==> config.mk <==
export PLATFORM = sky130hd
export DESIGN_NAME = dds_sweep_ctrl
export DESIGN_NICKNAME = d
export VERILOG_FILES = /design/src/rtl/dds_sweep_ctrl.sv
export SDC_FILE = /design/constraint.sdc
export NUM_CORES = 1
export LEC_CHECK = 0
export ABC_AREA = 0
export CELL_PAD_IN_SITES_DETAIL_PLACEMENT = 0
export CELL_PAD_IN_SITES_GLOBAL_PLACEMENT = 1
export CORE_AREA = 5 5 177 247
export DETAILED_ROUTE_END_ITERATION = 10
export DIE_AREA = 0 0 182 252
export DONT_BUFFER_PORTS = 1
export GPL_TIMING_DRIVEN = 0
export PLACE_DENSITY_LB_ADDON = 0.1
export SETUP_SLACK_MARGIN = 0.2
export SLEW_MARGIN = 20
export SYNTH_ARGS = -nofsm -noshare
export SYNTH_HDL_FRONTEND = slang
export SYNTH_SLANG_ARGS = --single-unit
==> constraint.sdc <==
create_clock -name clk -period 7.7 [get_ports clk]
set_input_delay 1.54 -clock clk [delete_from_list [all_inputs] [get_ports clk]]
set_output_delay 1.54 -clock clk [all_outputs]
set_load 0.02 [all_outputs]
==> src/rtl/dds_sweep_ctrl.sv <==
// Stepped linear frequency sweep sequencer for the orthogonal DDS.
// Ports: clk/rst, cfg_* descriptor (valid/ready), start/abort, dds_en/
// dds_freq/dds_phase to the DDS, busy/done/step_idx/step_sync status.
module dds_sweep_ctrl #(
    parameter int PW  = 32,
    parameter int CW  = 16,
    parameter int LAT = 3
) (
    input  logic          clk,
    input  logic          rst,
    input  logic          cfg_valid,
    output logic          cfg_ready,
    input  logic [PW-1:0] cfg_f_start,
    input  logic [PW-1:0] cfg_f_step,
    input  logic [CW-1:0] cfg_n_steps,
    input  logic [CW-1:0] cfg_dwell,
    input  logic [1:0]    cfg_mode,
    input  logic [PW-1:0] cfg_phase,
    input  logic          start,
    input  logic          abort,
    output logic          dds_en,
    output logic [PW-1:0] dds_freq,
    output logic [PW-1:0] dds_phase,
    output logic          busy,
    output logic          done,
    output logic [CW-1:0] step_idx,
    output logic          step_sync
);

    typedef enum logic [1:0] {
        IDLE  = 2'd0,
        ARMED = 2'd1,
        RUN   = 2'd2
    } state_t;

    localparam logic [1:0] M_REPEAT = 2'd1;
    localparam logic [1:0] M_TRI    = 2'd2;

    state_t        state_q, state_n;
    logic [PW-1:0] f_start_q, f_step_q, phase_q;
    logic [CW-1:0] n_steps_q, dwell_q;
    logic [1:0]    mode_q;
    logic [PW-1:0] freq_q, freq_n;
    logic [CW-1:0] idx_q, idx_n;
    logic [CW-1:0] cnt_q, cnt_n;
    logic          down_q, down_n;
    logic          done_q, done_n;
    logic          fresh_q, fresh_n;
    logic [LAT-1:0] sync_pipe;

    logic          accept;
    logic [CW-1:0] n_last;
    logic [CW-1:0] dwell_last;
    logic          multi;
    logic          step_end;

    // Zero step count / dwell behave as one.
    assign n_last     = (n_steps_q == '0) ? '0 : n_steps_q - CW'(1);
    assign dwell_last = (dwell_q == '0) ? '0 : dwell_q - CW'(1);
    assign multi      = (n_last != '0);
    assign step_end   = (cnt_q == dwell_last);

    assign cfg_ready = (state_q != RUN);
    assign accept    = cfg_valid && cfg_ready;
    assign busy      = (state_q == RUN);
    assign dds_en    = busy;
    assign dds_freq  = freq_q;
    assign dds_phase = phase_q;
    assign step_idx  = idx_q;
    assign done      = done_q;
    assign step_sync = sync_pipe[LAT-1];

    always_comb begin
        state_n = state_q;
        freq_n  = freq_q;
        idx_n   = idx_q;
        cnt_n   = cnt_q;
        down_n  = down_q;
        done_n  = 1'b0;
        fresh_n = 1'b0;
        unique case (state_q)
            IDLE: begin
                if (accept) state_n = ARMED;
            end
            ARMED: begin
                // A descriptor arriving with start takes precedence.
                if (!accept && start) begin
                    state_n = RUN;
                    freq_n  = f_start_q;
                    idx_n   = '0;
                    cnt_n   = '0;
                    down_n  = 1'b0;
                    fresh_n = 1'b1;
                end
            end
            RUN: begin
                if (abort) begin
                    state_n = ARMED;
                end else if (!step_end) begin
                    cnt_n = cnt_q + CW'(1);
                end else begin
                    cnt_n = '0;
                    if (!down_q) begin
                        if (idx_q != n_last) begin
                            idx_n   = idx_q + CW'(1);
                            freq_n  = freq_q + f_step_q;
                            fresh_n = 1'b1;
                        end else if (mode_q == M_REPEAT) begin
                            if (multi) begin
                                idx_n   = '0;
                                freq_n  = f_start_q;
                                fresh_n = 1'b1;
                            end
                        end else if (mode_q == M_TRI) begin
                            if (multi) begin
                                down_n  = 1'b1;
                                idx_n   = idx_q - CW'(1);
                                freq_n  = freq_q - f_step_q;
                                fresh_n = 1'b1;
                            end
                        end else begin
                            state_n = ARMED;
                            done_n  = 1'b1;
                        end
                    end else if (idx_q != '0) begin
                        idx_n   = idx_q - CW'(1);
                        freq_n  = freq_q - f_step_q;
                        fresh_n = 1'b1;
                    end else begin
                        // Bottom endpoint: turn around without re-dwelling.
                        down_n  = 1'b0;
                        idx_n   = idx_q + CW'(1);
                        freq_n  = freq_q + f_step_q;
                        fresh_n = 1'b1;
                    end
                end
            end
            default: state_n = IDLE;
        endcase
    end

    always_ff @(posedge clk) begin
        if (rst) begin
            state_q   <= IDLE;
            f_start_q <= '0;
            f_step_q  <= '0;
            n_steps_q <= '0;
            dwell_q   <= '0;
            mode_q    <= '0;
            phase_q   <= '0;
            freq_q    <= '0;
            idx_q     <= '0;
            cnt_q     <= '0;
            down_q    <= 1'b0;
            done_q    <= 1'b0;
            fresh_q   <= 1'b0;
            sync_pipe <= '0;
        end else begin
            state_q <= state_n;
            freq_q  <= freq_n;
            idx_q   <= idx_n;
            cnt_q   <= cnt_n;
            down_q  <= down_n;
            done_q  <= done_n;
            fresh_q <= fresh_n;
            if (accept) begin
                f_start_q <= cfg_f_start;
                f_step_q  <= cfg_f_step;
                n_steps_q <= cfg_n_steps;
                dwell_q   <= cfg_dwell;
                mode_q    <= cfg_mode;
                phase_q   <= cfg_phase;
            end
            // Tracks the DDS pipeline, which only advances when enabled;
            // the output stage is cleared so step_sync stays a pulse.
            if (dds_en) begin
                sync_pipe <= (sync_pipe << 1) | LAT'(fresh_q);
            end else begin
                sync_pipe[LAT-1] <= 1'b0;
            end
        end
    end

endmodule

==> results.sh <==
export IMPL_status="finished, final reports clean"
export IMPL_syn_nets=2176
export IMPL_setup_tns_final_ps=0
export IMPL_synthArstFlopShare_pct=0
export IMPL_area_growth_syn_to_layout_pct=10.7
export IMPL_fin_crit_sh_pct=67.3
export IMPL_synth_seq_cells=202
export IMPL_globalplace_congestion=0.905
export IMPL_row_count=88
export IMPL_post_dp_hpwl_mm=44.8
export IMPL_cp_start_kind="flop"
export IMPL_rsz0062_at_grt="false"
export IMPL_synthMuxAreaShare_pct=1.06
export IMPL_worstPathArrival_ps=5630
export IMPL_synth_top_cell_area_share_pct=28.4
export IMPL_setup_viol=0
export IMPL_vdd_drop_max_v=0.000178
export IMPL_yosysTopAreaCell="dfxtp_1"
export IMPL_cts_hold_buf=0
export IMPL_grt_antenna_before_repair=1
export IMPL_fin_skew_ps=11.9
export IMPL_reg2reg_setup_slack_ps=2510
export IMPL_grt_first_pass_wirelength_mm=86.6
export IMPL_clk_pin_slew_worst_paths_ps=60
export IMPL_routed_via_density=5.74
export IMPL_drive_gt1_share_pct=3.68
export IMPL_hold_class="reg2reg"
export IMPL_relSlewSlack_pct=26.7
export IMPL_power_density_nw_per_um2=347
export IMPL_slew_violations=0
export IMPL_start_util_pct=34.6
export IMPL_r2r_end="dds_freq[28]"
export IMPL_io_pins=220
export IMPL_cts_root_buffer="clkbuf_16"
export IMPL_dr_wl_met3_mm=2.90
export IMPL_post_synth_fa_ha_maj_area_fraction_pct=6.61
export IMPL_drc=0
export IMPL_final_hold_viol_count=0
export IMPL_grt_max_degree=13
export IMPL_port_buffers=0
export IMPL_ctsResizeCount=0
export IMPL_grt_total_usage_pct=23.7
export IMPL_final_util_pct=38.4
export IMPL_synth_ff_type="dfxtp_1"
export IMPL_fin_ws_ps=2510
export IMPL_cts_tree="done"
export IMPL_yosys_area_share_simple_pct=26.3
export IMPL_synth_top_family_by_area="simple AND/OR/NAND/NOR gates"
export IMPL_cap_viol_max_count=0
export IMPL_path_max_fanout=10
export IMPL_synth_area_um2=14200
export IMPL_cts_sinks=202
export IMPL_cts_buffers=25
export IMPL_worstSetupPathType="reg2reg"
export IMPL_dp_slack_ps=2400
export IMPL_endpoint_kind="flop"
export IMPL_htreeDepth=1
export IMPL_syn_avg_cell_area_um2=7.23
export IMPL_firstDrtPassIters=9
export IMPL_cp_required_ps=8150
export IMPL_synth_distinct_cells=91
export IMPL_drtIter0Drc=996
export IMPL_core_area_um2=41100
export IMPL_period_needed_ps=5190
export IMPL_report_power_total_mw=5.46
export IMPL_ant_nets=0
export IMPL_fin_area_um2=15800
export IMPL_reg2reg_depth=14
export IMPL_rr_startpoint="n_steps_q[0]"
export IMPL_maxClockFrequency_ghz=0.193
export IMPL_syn_inst=1967
export IMPL_die_x_um=182
export IMPL_ys_seq_area_share_pct=28.4
export IMPL_wl_met2_mm=29.9
export IMPL_synth_edf_count=0
export IMPL_routedWlPerCell_um=22.2
export IMPL_detailed_place_area_um2=14900
export IMPL_post_cts_buffers=0
export IMPL_totalWireLength_mm=56.7
export IMPL_dieArea_um2=45900
export IMPL_clock_latency_ps=550
export IMPL_crit_end="dds_freq[28]"
export IMPL_dr_max_layer_used="met4"
export IMPL_die_h_um=252
export IMPL_via_count=14636
export IMPL_cts_path_max_buffers=3
export IMPL_synth_compound_area_share_pct=26.1
export IMPL_tightest_slew_ps=1090
export IMPL_grt_ovfl_total=0
export IMPL_leakage_nw=5.80
export IMPL_synth_area_leaders="dfxtp_1 (28%), nand2_1 (9.1%), a21oi_1 (9.0%), ha_1 (6.3%), nor2_1 (3.8%)"
export IMPL_startpoint="n_steps_q[0]"
export IMPL_finalNetCount=2203
export IMPL_ys_warn_count=0
export IMPL_grt_pass1_vias=14654
export IMPL_synth_xor_area_share_pct=5.14
export IMPL_drt_met1_wl_mm=21.7
[per-layer routing]
metal  global-route usage, %  vias to the layer above
met4                    8.71                        0
met1                    26.1                     6965
met5                       0                        -
met2                    45.6                      468
li1                        -                     7089
met3                    3.27                      114
[layout make-up]
cell class,count,area [um^2]
plain buffers,144,558
fillers,4471,25300
diodes,1,2.50
clock inverters,8,146
well taps,540,676
clock buffers,35,693
flip-flops and latches,202,4040
multi-input cells,1531,9290
inverters,90,338
[synthesized netlist by cell type (11+ instances only)]
master,n
xnor2_1,59
a31oi_1,15
nor4_1,34
mux2i_1,14
a211oi_1,28
inv_1,88
nand2b_1,16
a21oi_1,256
or4_1,17
nand2_1,345
nand3_1,35
nor3_1,48
nand3b_1,11
o31ai_1,16
o21ai_0,64
nand4_1,21
or3_1,16
nor3b_1,14
o21bai_1,21
nor2b_1,21
clkbuf_1,135
a21o_1,13
xor2_1,22
and3_1,24
dfxtp_1,202
ha_1,72
nor2_1,145
a222oi_1,14
o211ai_1,13
[kinds of logic after synthesis]
group	Yosys count
multiplexers	15
XOR/XNOR	82
adder cells (fa/ha/maj)	74
AND/OR/NAND/NOR	784
AO/OA/AOI/OAI	576
flip-flops	202
buffers and inverters	234
[worst max-delay path, stage by stage (launching register included)]
cell and delay [ps]:
dfxtp_1 360, inv_1 150, ha_1 260, nor3b_1 760, nand4_1 360, mux2i_1 300
xnor2_1 140, a2111oi_0 490, and4b_1 290, clkbuf_1 230, nand2_1 280, o31ai_4 610
buf_2 390, a221oi_1 180, a211oi_1 300
[report_power, final]
| part | switching [mW] | internal, mW |
|---|---|---|
| clock network | 0.476 | 0.757 |
| logic | 1.79 | 0.956 |
| registers | 0.294 | 1.19 |
[sequential cells by signal (all words and copies together), names as in the netlist]
register,count
f_step_q,32
f_start_q,32
step_idx,16
dds_phase,32
dwell_q,16
mode_q,2
state_q,2
done,1
down_q,1
dds_freq,32
n_steps_q,16
cnt_q,16
sync_pipe,3
fresh_q,1
[layout by cell type, fill, tap and decap left out, types with 25 or more instances in the layout]
| cell | netlist | routed |
|---|---|---|
| nor3_1 | 48 | 48 |
| clkbuf_16 | 0 | 25 |
| nand3_1 | 35 | 35 |
| dfxtp_1 | 202 | 202 |
| a211oi_1 | 28 | 28 |
| nor4_1 | 34 | 33 |
| inv_1 | 88 | 88 |
| o21ai_0 | 64 | 64 |
| a21oi_1 | 256 | 256 |
| clkbuf_1 | 135 | 142 |
| xnor2_1 | 59 | 59 |
| ha_1 | 72 | 72 |
| nand2_1 | 345 | 345 |
| nor2_1 | 145 | 145 |
[worst min-delay path by stage]
stage	cells past startpoint	to	startpoint	slack, ps
2_1_floorplan	2	f_start_q[10]	f_start_q[10]	430
3_3_place_gp	2	f_start_q[3]	f_start_q[3]	450
3_5_place_dp	2	f_start_q[3]	f_start_q[3]	450
4_1_cts	2	f_start_q[3]	f_start_q[3]	460
5_1_grt	2	f_start_q[3]	f_start_q[3]	480
6_report	2	f_start_q[3]	f_start_q[3]	460
[per-stage QoR]
step	hold slack [ps]	instances
after floorplan	431	1967
after global placement	448	2507
after detailed placement	450	2507
after CTS	458	2550
after global routing	484	2551
final	458	2551
No activity file was read; power rests on OpenSTA's default activity.
